<file path="src/rtl/ascon_cmd_sequencer.sv">
// Command-stream front end for ascon_core: decodes op/flags/len headers and forwards data words
// to the key or bdi handshake. Optional ASCON_SEQ_ERR_EN enables sticky err on bad headers.
module ascon_cmd_sequencer #(
    parameter int CCW  = 32,
    parameter int CCSW = 32,
    parameter int LENW = 24
) (
    input  logic            clk,
    input  logic            rst,
    input  logic [31:0]     cmd_data,
    input  logic            cmd_valid,
    output logic            cmd_ready,
    output logic [CCSW-1:0] key,
    output logic            key_valid,
    input  logic            key_ready,
    output logic [CCW-1:0]  bdi,
    output logic            bdi_valid,
    input  logic            bdi_ready,
    output logic [3:0]      bdi_type,
    output logic            bdi_eot,
    output logic            bdi_eoi,
    output logic            decrypt,
    output logic            hash,
    output logic            busy,
    output logic            err
);

    // state  | meaning
    // S_IDLE | waiting for a header word
    // S_DATA | forwarding cnt data words of the latched load op

    localparam logic [3:0] OP_DO_ENC   = 4'h0;
    localparam logic [3:0] OP_DO_DEC   = 4'h1;
    localparam logic [3:0] OP_DO_HASH  = 4'h2;
    localparam logic [3:0] OP_LD_KEY   = 4'h3;
    localparam logic [3:0] OP_LD_NONCE = 4'h4;
    localparam logic [3:0] OP_LD_AD    = 4'h5;
    localparam logic [3:0] OP_LD_PT    = 4'h6;
    localparam logic [3:0] OP_LD_CT    = 4'h7;
    localparam logic [3:0] OP_LD_TAG   = 4'h8;

    localparam logic [3:0] D_NULL  = 4'h0;
    localparam logic [3:0] D_NONCE = 4'h1;
    localparam logic [3:0] D_AD    = 4'h2;
    localparam logic [3:0] D_PTCT  = 4'h3;
    localparam logic [3:0] D_TAG   = 4'h4;

    typedef enum logic {S_IDLE, S_DATA} state_t;

    state_t          state, state_nxt;
    logic [LENW-2:0] cnt, cnt_nxt;
    logic [3:0]      op, op_nxt;
    logic [3:0]      flags, flags_nxt;
    logic            decrypt_q, decrypt_nxt;
    logic            hash_q, hash_nxt;
    logic            err_q, err_nxt;

    logic [3:0]      hdr_op;
    logic [LENW-1:0] hdr_len;
    logic [LENW:0]   len_sum;
    logic [LENW-2:0] hdr_cnt;
    logic            last;

    assign hdr_op  = cmd_data[31:28];
    assign hdr_len = cmd_data[LENW-1:0];
    // Round bytes up to whole 32-bit words; one extra bit keeps the carry.
    assign len_sum = {1'b0, hdr_len} + (LENW+1)'(3);
    assign hdr_cnt = len_sum[LENW:2];
    assign last    = (cnt == (LENW-1)'(1));

    always_ff @(posedge clk) begin
        if (rst) begin
            state     <= S_IDLE;
            cnt       <= '0;
            op        <= '0;
            flags     <= '0;
            decrypt_q <= 1'b0;
            hash_q    <= 1'b0;
            err_q     <= 1'b0;
        end else begin
            state     <= state_nxt;
            cnt       <= cnt_nxt;
            op        <= op_nxt;
            flags     <= flags_nxt;
            decrypt_q <= decrypt_nxt;
            hash_q    <= hash_nxt;
            err_q     <= err_nxt;
        end
    end

    always_comb begin
        state_nxt   = state;
        cnt_nxt     = cnt;
        op_nxt      = op;
        flags_nxt   = flags;
        decrypt_nxt = decrypt_q;
        hash_nxt    = hash_q;
        err_nxt     = err_q;
        cmd_ready   = 1'b0;
        key         = '0;
        key_valid   = 1'b0;
        bdi         = '0;
        bdi_valid   = 1'b0;
        bdi_type    = D_NULL;
        bdi_eot     = 1'b0;
        bdi_eoi     = 1'b0;

        case (state)
            S_IDLE: begin
                cmd_ready = 1'b1;
                if (cmd_valid) begin
                    op_nxt    = hdr_op;
                    flags_nxt = cmd_data[27:24];
                    cnt_nxt   = hdr_cnt;
                    case (hdr_op)
                        OP_DO_ENC: begin
                            decrypt_nxt = 1'b0;
                            hash_nxt    = 1'b0;
                        end
                        OP_DO_DEC: begin
                            decrypt_nxt = 1'b1;
                            hash_nxt    = 1'b0;
                        end
                        OP_DO_HASH: begin
                            decrypt_nxt = 1'b0;
                            hash_nxt    = 1'b1;
                        end
                        OP_LD_KEY: begin
`ifdef ASCON_SEQ_ERR_EN
                            if (hdr_len != LENW'(16)) begin
                                err_nxt = 1'b1;
                            end else if (hdr_cnt != '0) begin
                                state_nxt = S_DATA;
                            end
`else
                            if (hdr_cnt != '0) begin
                                state_nxt = S_DATA;
                            end
`endif
                        end
                        OP_LD_NONCE, OP_LD_AD, OP_LD_PT, OP_LD_CT, OP_LD_TAG: begin
                            if (hdr_cnt != '0) begin
                                state_nxt = S_DATA;
                            end
                        end
                        default: begin
`ifdef ASCON_SEQ_ERR_EN
                            err_nxt = 1'b1;
`endif
                        end
                    endcase
                end
            end

            S_DATA: begin
                if (op == OP_LD_KEY) begin
                    key       = cmd_data;
                    key_valid = cmd_valid;
                    cmd_ready = key_ready;
                end else begin
                    bdi       = cmd_data;
                    bdi_valid = cmd_valid;
                    cmd_ready = bdi_ready;
                    bdi_eot   = cmd_valid & last;
                    bdi_eoi   = cmd_valid & last & flags[0];
                    case (op)
                        OP_LD_NONCE:        bdi_type = D_NONCE;
                        OP_LD_AD:           bdi_type = D_AD;
                        OP_LD_PT, OP_LD_CT: bdi_type = D_PTCT;
                        OP_LD_TAG:          bdi_type = D_TAG;
                        default:            bdi_type = D_NULL;
                    endcase
                end
                if (cmd_valid && cmd_ready) begin
                    cnt_nxt = cnt - (LENW-1)'(1);
                    if (last) begin
                        state_nxt = S_IDLE;
                    end
                end
            end

            default: state_nxt = S_IDLE;
        endcase
    end

    assign decrypt = decrypt_q;
    assign hash    = hash_q;
    assign busy    = (state == S_DATA);
    assign err     = err_q;

endmodule
</file>
<file path="config.mk">
export PLATFORM = sky130hd
export DESIGN_NAME = ascon_cmd_sequencer
export DESIGN_NICKNAME = d
export VERILOG_FILES = /design/src/rtl/ascon_cmd_sequencer.sv
export SDC_FILE = /design/constraint.sdc
export NUM_CORES = 1
export LEC_CHECK = 0
export CORE_ASPECT_RATIO = 0.5
export CORE_MARGIN = 2
export CORE_UTILIZATION = 48
export DETAILED_ROUTE_END_ITERATION = 16
export PLACE_DENSITY = 0.86
export SETUP_SLACK_MARGIN = 0.4
export SYNTH_ARGS = -nofsm -noshare
export SYNTH_HDL_FRONTEND = slang
export SYNTH_SLANG_ARGS = --single-unit
</file>
<file path="constraint.sdc">
create_clock -name clk -period 10.2 [get_ports clk]
set_input_delay 2.55 -clock clk [delete_from_list [all_inputs] [get_ports clk]]
set_output_delay 2.55 -clock clk [all_outputs]
set_load 0.005 [all_outputs]
</file>
# Yosys cells after proc, flatten, opt, wreduce, memory -nomap -nowiden
# Index checks and enable logic that the tools add are counted.
# op_classes
add_sub_neg	2
n_eq_ne	17
n_mux	29
n_bitwise	3
reduce_logical	13
# ops
op	n
$mux W32	4
$mux W23	2
$pmux W23 S2	1
$eq A4 B3 Y1 const B	8
$add A24 B2 Y25 const B	1
$eq A23 B1 Y1 const B	1
$reduce_bool A23 Y1	1
$sub A23 B1 Y23 const B	1
$mux W1	15
$eq A4 B2 Y1 const B	3
$pmux W3 S4	1
$eq A4 B4 Y1 const B	2
$pmux W1 S2	4
$mux W3	2
$reduce_and A3 Y1	2
$reduce_or A2 Y1	3
$reduce_or A6 Y1	1
$eq A4 B1 Y1 const B	1
$logic_not A4 Y1	1
$reduce_and A2 Y1	2
$reduce_bool A2 Y1	2
$and A1 B1 Y1	2
$ne A2 B1 Y1 const B	1
$ne A2 B2 Y1 const B	1
2 further kinds	2
# word_totals
register_bits	31
in_bits	37
output_inout_bits	77
elab_cells	70

# Logic depth before layout (Yosys ltp)
# Gate-level depths: netlist of the first run.
# depth
depth_word	6
mapped_depth	8
depth_no_buf	8

# Least setup slack after synthesis of the first run
# No wires, ideal clock.
# synth_timing
path_kind	input port to output port
from	input port cmd_valid
to	output port bdi_eoi
arrival_ns	3.256
required_ns	7.650
path_slack_ns	4.394
cell_stages	4
path_buffers	1
cell_sequence	clkbuf_1 > and2_1 > nor2b_1 > and2_1
# synth_between
elab_chain_cells	4
# synth_rtl
element	line	source
start, declared	11	input logic cmd_valid,
$and A1 B1 Y1 (2 in a row)	165	bdi_eoi = cmd_valid & last & flags[0];
$mux W1	156	if (op == OP_LD_KEY) begin
$mux W1	108	case (state)
end, declared	21	output logic bdi_eoi,
# No other way between the ends.

# Worst setup path in the final report of the first run
# Ends and elaborated chain as after synthesis.

==> results.sh, run 1 <==
export IMPL_outcome="complete, no violations"
export IMPL_gr_usage_all_layers=0.291
export IMPL_place_gp_congestion=0.912
export IMPL_fin_ws_ns=3.48
export IMPL_power_net_switching_uw=136
export IMPL_critical_path_endpoint="bdi_eoi"
export IMPL_maximum_number_of_pins_on_one_net_before_global_route_repair=88
export IMPL_yosysTopAreaCell="dfxtp_1"
export IMPL_worst_ep_required_ns=7.65
export IMPL_antenna_diode_count=0
export IMPL_port_buffers=111
export IMPL_synth_avg_cell_area_um2=6.83
export IMPL_ys_ff_latch=31
export IMPL_final_hold_violation_count=0
export IMPL_setup_viol_count_final=0
export IMPL_cts_root_to_sink_buffers=2
export IMPL_regToRegSetupSlack_ns=7.44
export IMPL_detail_route_drc_violations=0
export IMPL_die_area_um2=6830
export IMPL_synth_adder_area_share=0.00848
export IMPL_ys_seq_area_frac=0.210
export IMPL_worst_r2r_startpoint="op[3]"
export IMPL_synth_commonest_cells="nand2_1, and3_1, a21oi_1"
export IMPL_grt_first_pass_wirelength_um=15700
export IMPL_post_cts_resize_count=0
export IMPL_tritoncts="yes"
export IMPL_worstSetupEndpointType="output port"
export IMPL_netlist_area_leader_share=0.210
export IMPL_final_hpwl_from_detailed_placement_um=7120
export IMPL_tightest_slew_ns=0.765
export IMPL_clk_latency_ns=0.27
export IMPL_multi_input_comb_area_um2=2120
export IMPL_timing_critical_path_fanout_max=9
export IMPL_p_sw_frac=0.306
export IMPL_classification_of_the_worst_slack_hold_path="flop to flop"
export IMPL_leakagePower_uw=0.00156
export IMPL_synth_area_um2=2950
export IMPL_std_cell_rows=20
export IMPL_postCtsSetupRepairBufs=0
export IMPL_via_count=3601
export IMPL_slew_violations=0
export IMPL_rsz0062_at_grt="no"
export IMPL_synthMostInstantiatedCell="nand2_1"
export IMPL_drtPass1Iterations=5
export IMPL_grt_pass1_vias=3071
export IMPL_synth_mux_area_fraction=0.0110
export IMPL_synthesis_yosys_warnings=0
export IMPL_die_w_um=115
export IMPL_io_pins=114
export IMPL_cts_htree_levels=2
export IMPL_drive_gt1_frac=0.0558
export IMPL_postLayoutCellArea_um2=4200
export IMPL_clk_root_buffer_cell="clkbuf_16"
export IMPL_grt_ovfl_total=0
export IMPL_ys_top_cells_by_area="dfxtp_1, and3_1, nand2_1, a21oi_1, and2_1"
export IMPL_critical_path_max_stage_delay_ns=0.63
export IMPL_proportion_of_power_drawn_by_flip_flops_and_latches=0.315
export IMPL_relSlewSlack=0.490
export IMPL_critical_path_class="input port to output port"
export IMPL_cp_data_arrival_time_ns=4.17
export IMPL_cp_buffers_inverters=2
export IMPL_detail_route_iter0_violations=366
export IMPL_async_set_or_reset_register_ratio_after_synthesis=0
export IMPL_worst_setup_path_startpoint="cmd_valid"
export IMPL_wire_per_inst_um=16.8
export IMPL_path_depth=5
export IMPL_power_density_nw_per_um2=106
export IMPL_clock_power_share=0.388
export IMPL_fill_cell_instance_count_of_the_final_layout=506
export IMPL_largest_family_of_logic_cells_by_synthesized_area="simple AND/OR/NAND/NOR gates"
export IMPL_post_route_min_period_ns=6.72
export IMPL_simple_gate_fraction_of_synth_area=0.421
export IMPL_fin_setup_tns_ns=0
export IMPL_worst_r2r_endpoint="cnt[12]"
export IMPL_clock_skew_ns=0.00409
export IMPL_cts_buf_count=5
export IMPL_core_area_um2=6010
export IMPL_slowest_library_cell_on_the_worst_path="clkdlybuf4s50_1"
export IMPL_r2r_cells=6
export IMPL_path_cells="clkdlybuf4s50_1 -> and2_1 -> nor2b_1 -> and2_1 -> clkdlybuf4s50_1"
export IMPL_synth_xor_area_share=0.0564
export IMPL_yosysUniqueCellTypes=62
export IMPL_intPower_uw=309
export IMPL_combinationalPowerShare=0.296
export IMPL_detail_route_vias_per_cell=6.03
export IMPL_placed_area_um2=4020
export IMPL_area_growth_pct=42.2
export IMPL_final_period_utilization=0.659
export IMPL_sequential_cell_area_um2=622
export IMPL_crit_path_start_kind="input port"
export IMPL_report_power_total_uw=446
export IMPL_post_place_ws_ns=3.49
export IMPL_synth_compound_gate_area_share=0.219
export IMPL_synthFlopType="dfxtp_1"
export IMPL_max_cap_violations=0
export IMPL_wl_um=10000
export IMPL_synth_edf_count=0
export IMPL_die_height_um=59.4
export IMPL_clock_fmax_ghz=0.149
export IMPL_nNetsFinal=558
export IMPL_cts_sinks=31
export IMPL_path_delay_family="buffers and inverters"
export IMPL_vdd_ir_drop_max_mv=0.0639
export IMPL_floorplan_initialDensity=0.491
export IMPL_antenna_left=0
export IMPL_worst_setup_hold_path_clk_slew_ns=0.05
export IMPL_antenna_violations_before_repair=0
export IMPL_worst_hold_slack_ns=0.468
export IMPL_ctsHoldBuffers=0
export IMPL_syn_inst=432
## layer usage
| metal | share of wire | vias to the layer above | track usage |
|---|---|---|---|
| li1 | - | 1750 | - |
| met1 | 0.46 | 1681 | 0.437 |
| met2 | 0.43 | 164 | 0.425 |
| met3 | 0.10 | 6 | 0.0706 |
| met4 | 0.0071 | 0 | 0.0482 |
| met5 | 0 | - | 0 |
## cell usage in the layout (no fill, tap or decap), drive strengths merged, types with 3 or more instances in the layout
cell	count
clkdlybuf4s50	111
nand2	48
and3	37
a21oi	35
nor2	34
dfxtp	31
and2	29
o21ai	24
nor3	16
nand3	13
inv	11
xnor2	11
or4	11
nor4	11
a211oi	8
xor2	8
nand4	7
o22ai	6
clkbuf	6
or3	5
a31oi	4
buf	4
o211ai	4
or2	3
o21a	3
nand2b	3
## flip-flops by register name, summed over array words and instances (netlist names)
register  cells
decrypt       1
hash          1
busy          1
cnt          23
op            4
flags         1
## per-stage QoR
step / util / instances
final: 0.699 / 597
after floorplan: - / 433
after CTS: 0.699 / 597
after global routing: 0.699 / 597
after global placement: 0.670 / 589
after detailed placement: 0.670 / 589
## power groups by stage
stage,Sequential (uW),Combinational [uW],Clock (uW)
3_5_place_dp,143,128,0
6_report,141,132,173
3_3_place_gp,142,126,0
2_1_floorplan,140,76.3,0
5_1_grt,142,143,181
4_1_cts,140,130,173
## worst reg2reg max path: cells and delay by family, from the launching register on
family / cells / cell delay [ns]
simple gates: 3 / 1.52
compound gates: 2 / 0.31
mux: 1 / 0.46
flops: 1 / 0.32
## area by class of cell
| class | instances | area share |
|---|---|---|
| Tap cell | 77 | 0.0230 |
| Clock inverter | 2 | 0.00835 |
| Sequential cell | 31 | 0.148 |
| Inverter | 11 | 0.00984 |
| Timing Repair Buffer | 115 | 0.272 |
| Clock buffer | 6 | 0.0331 |
| Multi-Input combinational cell | 355 | 0.506 |
## how the worst min path moves through the flow
stage | from | slack (ns) | cells past startpoint | end
finish | flags[0] | 0.47 | 2 | flags[0]
global route | flags[0] | 0.48 | 2 | flags[0]
CTS | flags[0] | 0.47 | 2 | flags[0]
detailed placement | flags[0] | 0.46 | 2 | flags[0]
global placement | flags[0] | 0.45 | 2 | flags[0]
floorplan | flags[0] | 0.43 | 2 | flags[0]
## logic make-up after synthesis
kind of cell | after synthesis
buf+inv | 47
other cells | 1
compound gates | 100
mux | 3
simple gates | 229
flops | 31
xor+xnor | 19
fa+ha+maj | 2
(Power assumes the default switching activity.)
==> run 2: changes to the inputs <==
--- a/config.mk
+++ b/config.mk
@@ -7,9 +7,9 @@
 export LEC_CHECK = 0
 export CORE_ASPECT_RATIO = 0.5
 export CORE_MARGIN = 2
-export CORE_UTILIZATION = 48
+export CORE_UTILIZATION = 45
 export DETAILED_ROUTE_END_ITERATION = 16
-export PLACE_DENSITY = 0.86
+export PLACE_DENSITY = 0.81
 export SETUP_SLACK_MARGIN = 0.4
 export SYNTH_ARGS = -nofsm -noshare
 export SYNTH_HDL_FRONTEND = slang
==> constraint.sdc (replaced) <==
create_clock -name clk -period 6.4 [get_ports clk]
set_input_delay 1.6 -clock clk [delete_from_list [all_inputs] [get_ports clk]]
set_output_delay 1.6 -clock clk [all_outputs]
set_load 0.005 [all_outputs]
==> run 2 against run 1 <==
Compared with the run above: first-iteration DRC count decreased by 9.3%; cell count rose by 1.8%; routed wire length decreased by 0.41%; flip-flop and latch count unchanged; via count is 2.5% lower; worst hold slack worse by 0.0074 ns; critical path depth is the same; critical path type unchanged; critical endpoint unchanged; largest cell class unchanged.
==> results.sh, run 2 (synthesized netlist as in run 1, its figures left out) <==
export IMPL_slew_violations=0
export IMPL_ctsHoldBuffers=0
export IMPL_clk_root_buffer_cell="clkbuf_16"
export IMPL_timing_critical_path_fanout_max=9
export IMPL_hold_end="flags[0]"
export IMPL_cts_htree_levels=2
export IMPL_crit_path_start_kind="input port"
export IMPL_clk_latency_ns=0.27
export IMPL_maximum_number_of_pins_on_one_net_before_global_route_repair=88
export IMPL_final_common_cell="clkdlybuf4s50_1"
export IMPL_antenna_violations_before_repair=0
export IMPL_critical_path_class="input port to output port"
export IMPL_cp_data_arrival_time_ns=3.22
export IMPL_die_area_um2=7260
export IMPL_worst_r2r_startpoint="op[3]"
export IMPL_grt_pass1_vias=2964
export IMPL_worst_r2r_endpoint="cnt[6]"
export IMPL_drive_gt1_frac=0.0538
export IMPL_cts_buf_count=5
export IMPL_regMostFlops="cnt"
export IMPL_detail_route_drc_violations=0
export IMPL_final_period_utilization=0.752
export IMPL_grt_ovfl_total=0
export IMPL_die_height_um=61.3
export IMPL_via_count=3512
export IMPL_area_growth_pct=42.1
export IMPL_relSlewSlack=0.483
export IMPL_die_w_um=119
export IMPL_layout_top_registers="cnt x23, op x4"
export IMPL_final_hold_violation_count=0
export IMPL_tightest_slew_ns=0.775
export IMPL_clock_skew_ns=0.00389
export IMPL_worst_setup_hold_path_clk_slew_ns=0.05
export IMPL_antenna_diode_count=0
export IMPL_post_route_min_period_ns=4.82
export IMPL_worstSetupEndpointType="output port"
export IMPL_wire_per_inst_um=16.4
export IMPL_largest_reg_flops=23
export IMPL_post_cts_resize_count=0
export IMPL_fin_setup_tns_ns=0
export IMPL_io_pins=114
export IMPL_outcome="complete, no violations"
export IMPL_classification_of_the_worst_slack_hold_path="flop to flop"
export IMPL_antenna_left=0
export IMPL_worst_hold_startpoint="flags[0]"
export IMPL_cts_root_to_sink_buffers=2
export IMPL_rsz0062_at_grt="no"
export IMPL_r2r_cells=6
export IMPL_postCtsSetupRepairBufs=0
export IMPL_setup_viol_count_final=0
export IMPL_place_gp_congestion=0.931
export IMPL_hold_path_cell_count=2
export IMPL_gr_usage_all_layers=0.272
export IMPL_wl_um=9970
export IMPL_cts_sinks=31
export IMPL_core_area_um2=6210
export IMPL_vdd_ir_drop_max_mv=0.107
export IMPL_drtPass1Iterations=4
export IMPL_worst_ep_required_ns=4.80
export IMPL_port_buffers=111
export IMPL_nNetsFinal=558
export IMPL_std_cell_rows=20
export IMPL_tritoncts="yes"
export IMPL_regToRegSetupSlack_ns=3.69
export IMPL_detail_route_iter0_violations=332
export IMPL_power_density_nw_per_um2=162
export IMPL_leakagePower_uw=0.00155
export IMPL_final_hpwl_from_detailed_placement_um=7190
export IMPL_worst_hold_slack_ns=0.460
export IMPL_max_cap_violations=0
export IMPL_grt_first_pass_wirelength_um=15700
export IMPL_detail_route_vias_per_cell=5.78
export IMPL_floorplan_initialDensity=0.475
export IMPL_most_frequent_cells_in_the_layout="clkdlybuf4s50_1, nand2_1, and3_1"
export IMPL_clock_fmax_ghz=0.208
run 2: final cells by class:
cell class | count | area, um2
inverters | 11 | 41.3
repair buffers | 115 | 1140
fillers | 562 | 2010
clock buffers | 8 | 156
flip-flops and latches | 31 | 622
well taps | 88 | 110
multi-input cells | 355 | 2120
run 2: stage by stage:
| stage | total power (uW) | cell area, um2 | utilization | setup WS (ns) | std cells |
|---|---|---|---|---|---|
| floorplan | 345 | 2950 | - | 2.39 | 433 |
| global placement | 429 | 4040 | 0.650 | 1.63 | 600 |
| detailed placement | 431 | 4040 | 0.650 | 1.58 | 600 |
| CTS | 675 | 4190 | 0.675 | 1.58 | 608 |
| global route | 714 | 4190 | 0.675 | 1.48 | 608 |
| finish | 679 | 4190 | 0.675 | 1.58 | 608 |
run 2: critical path, stage by stage:
cell and delay, ns:
clkdlybuf4s50_1 0.61, and2_1 0.19, nor2b_1 0.18, and2_1 0.15
clkdlybuf4s50_1 0.49
run 2: layer usage:
metal,wire [um],vias up,GRT usage
met4,44,0,0.0425
met1,4960,1634,0.423
met2,4120,145,0.392
li1,-,1729,-
met3,849,4,0.0500
met5,0,-,0
run 2: worst max path at each step:
stage / to / startpoint / cells after the start / slack, ns
finish: bdi_eoi / cmd_valid / 5 / 1.58
global placement: bdi_eoi / cmd_valid / 5 / 1.63
global route: bdi_eoi / cmd_valid / 5 / 1.48
CTS: bdi_eoi / cmd_valid / 5 / 1.58
floorplan: busy / cmd_data[6] / 8 / 2.39
detailed placement: busy / cmd_data[3] / 7 / 1.58
run 2: power by group:
part           switching, uW  internal [uW]  total [uW]
clock                   80.3            165         246
combinational            118           91.0         209
sequential              15.5            209         224
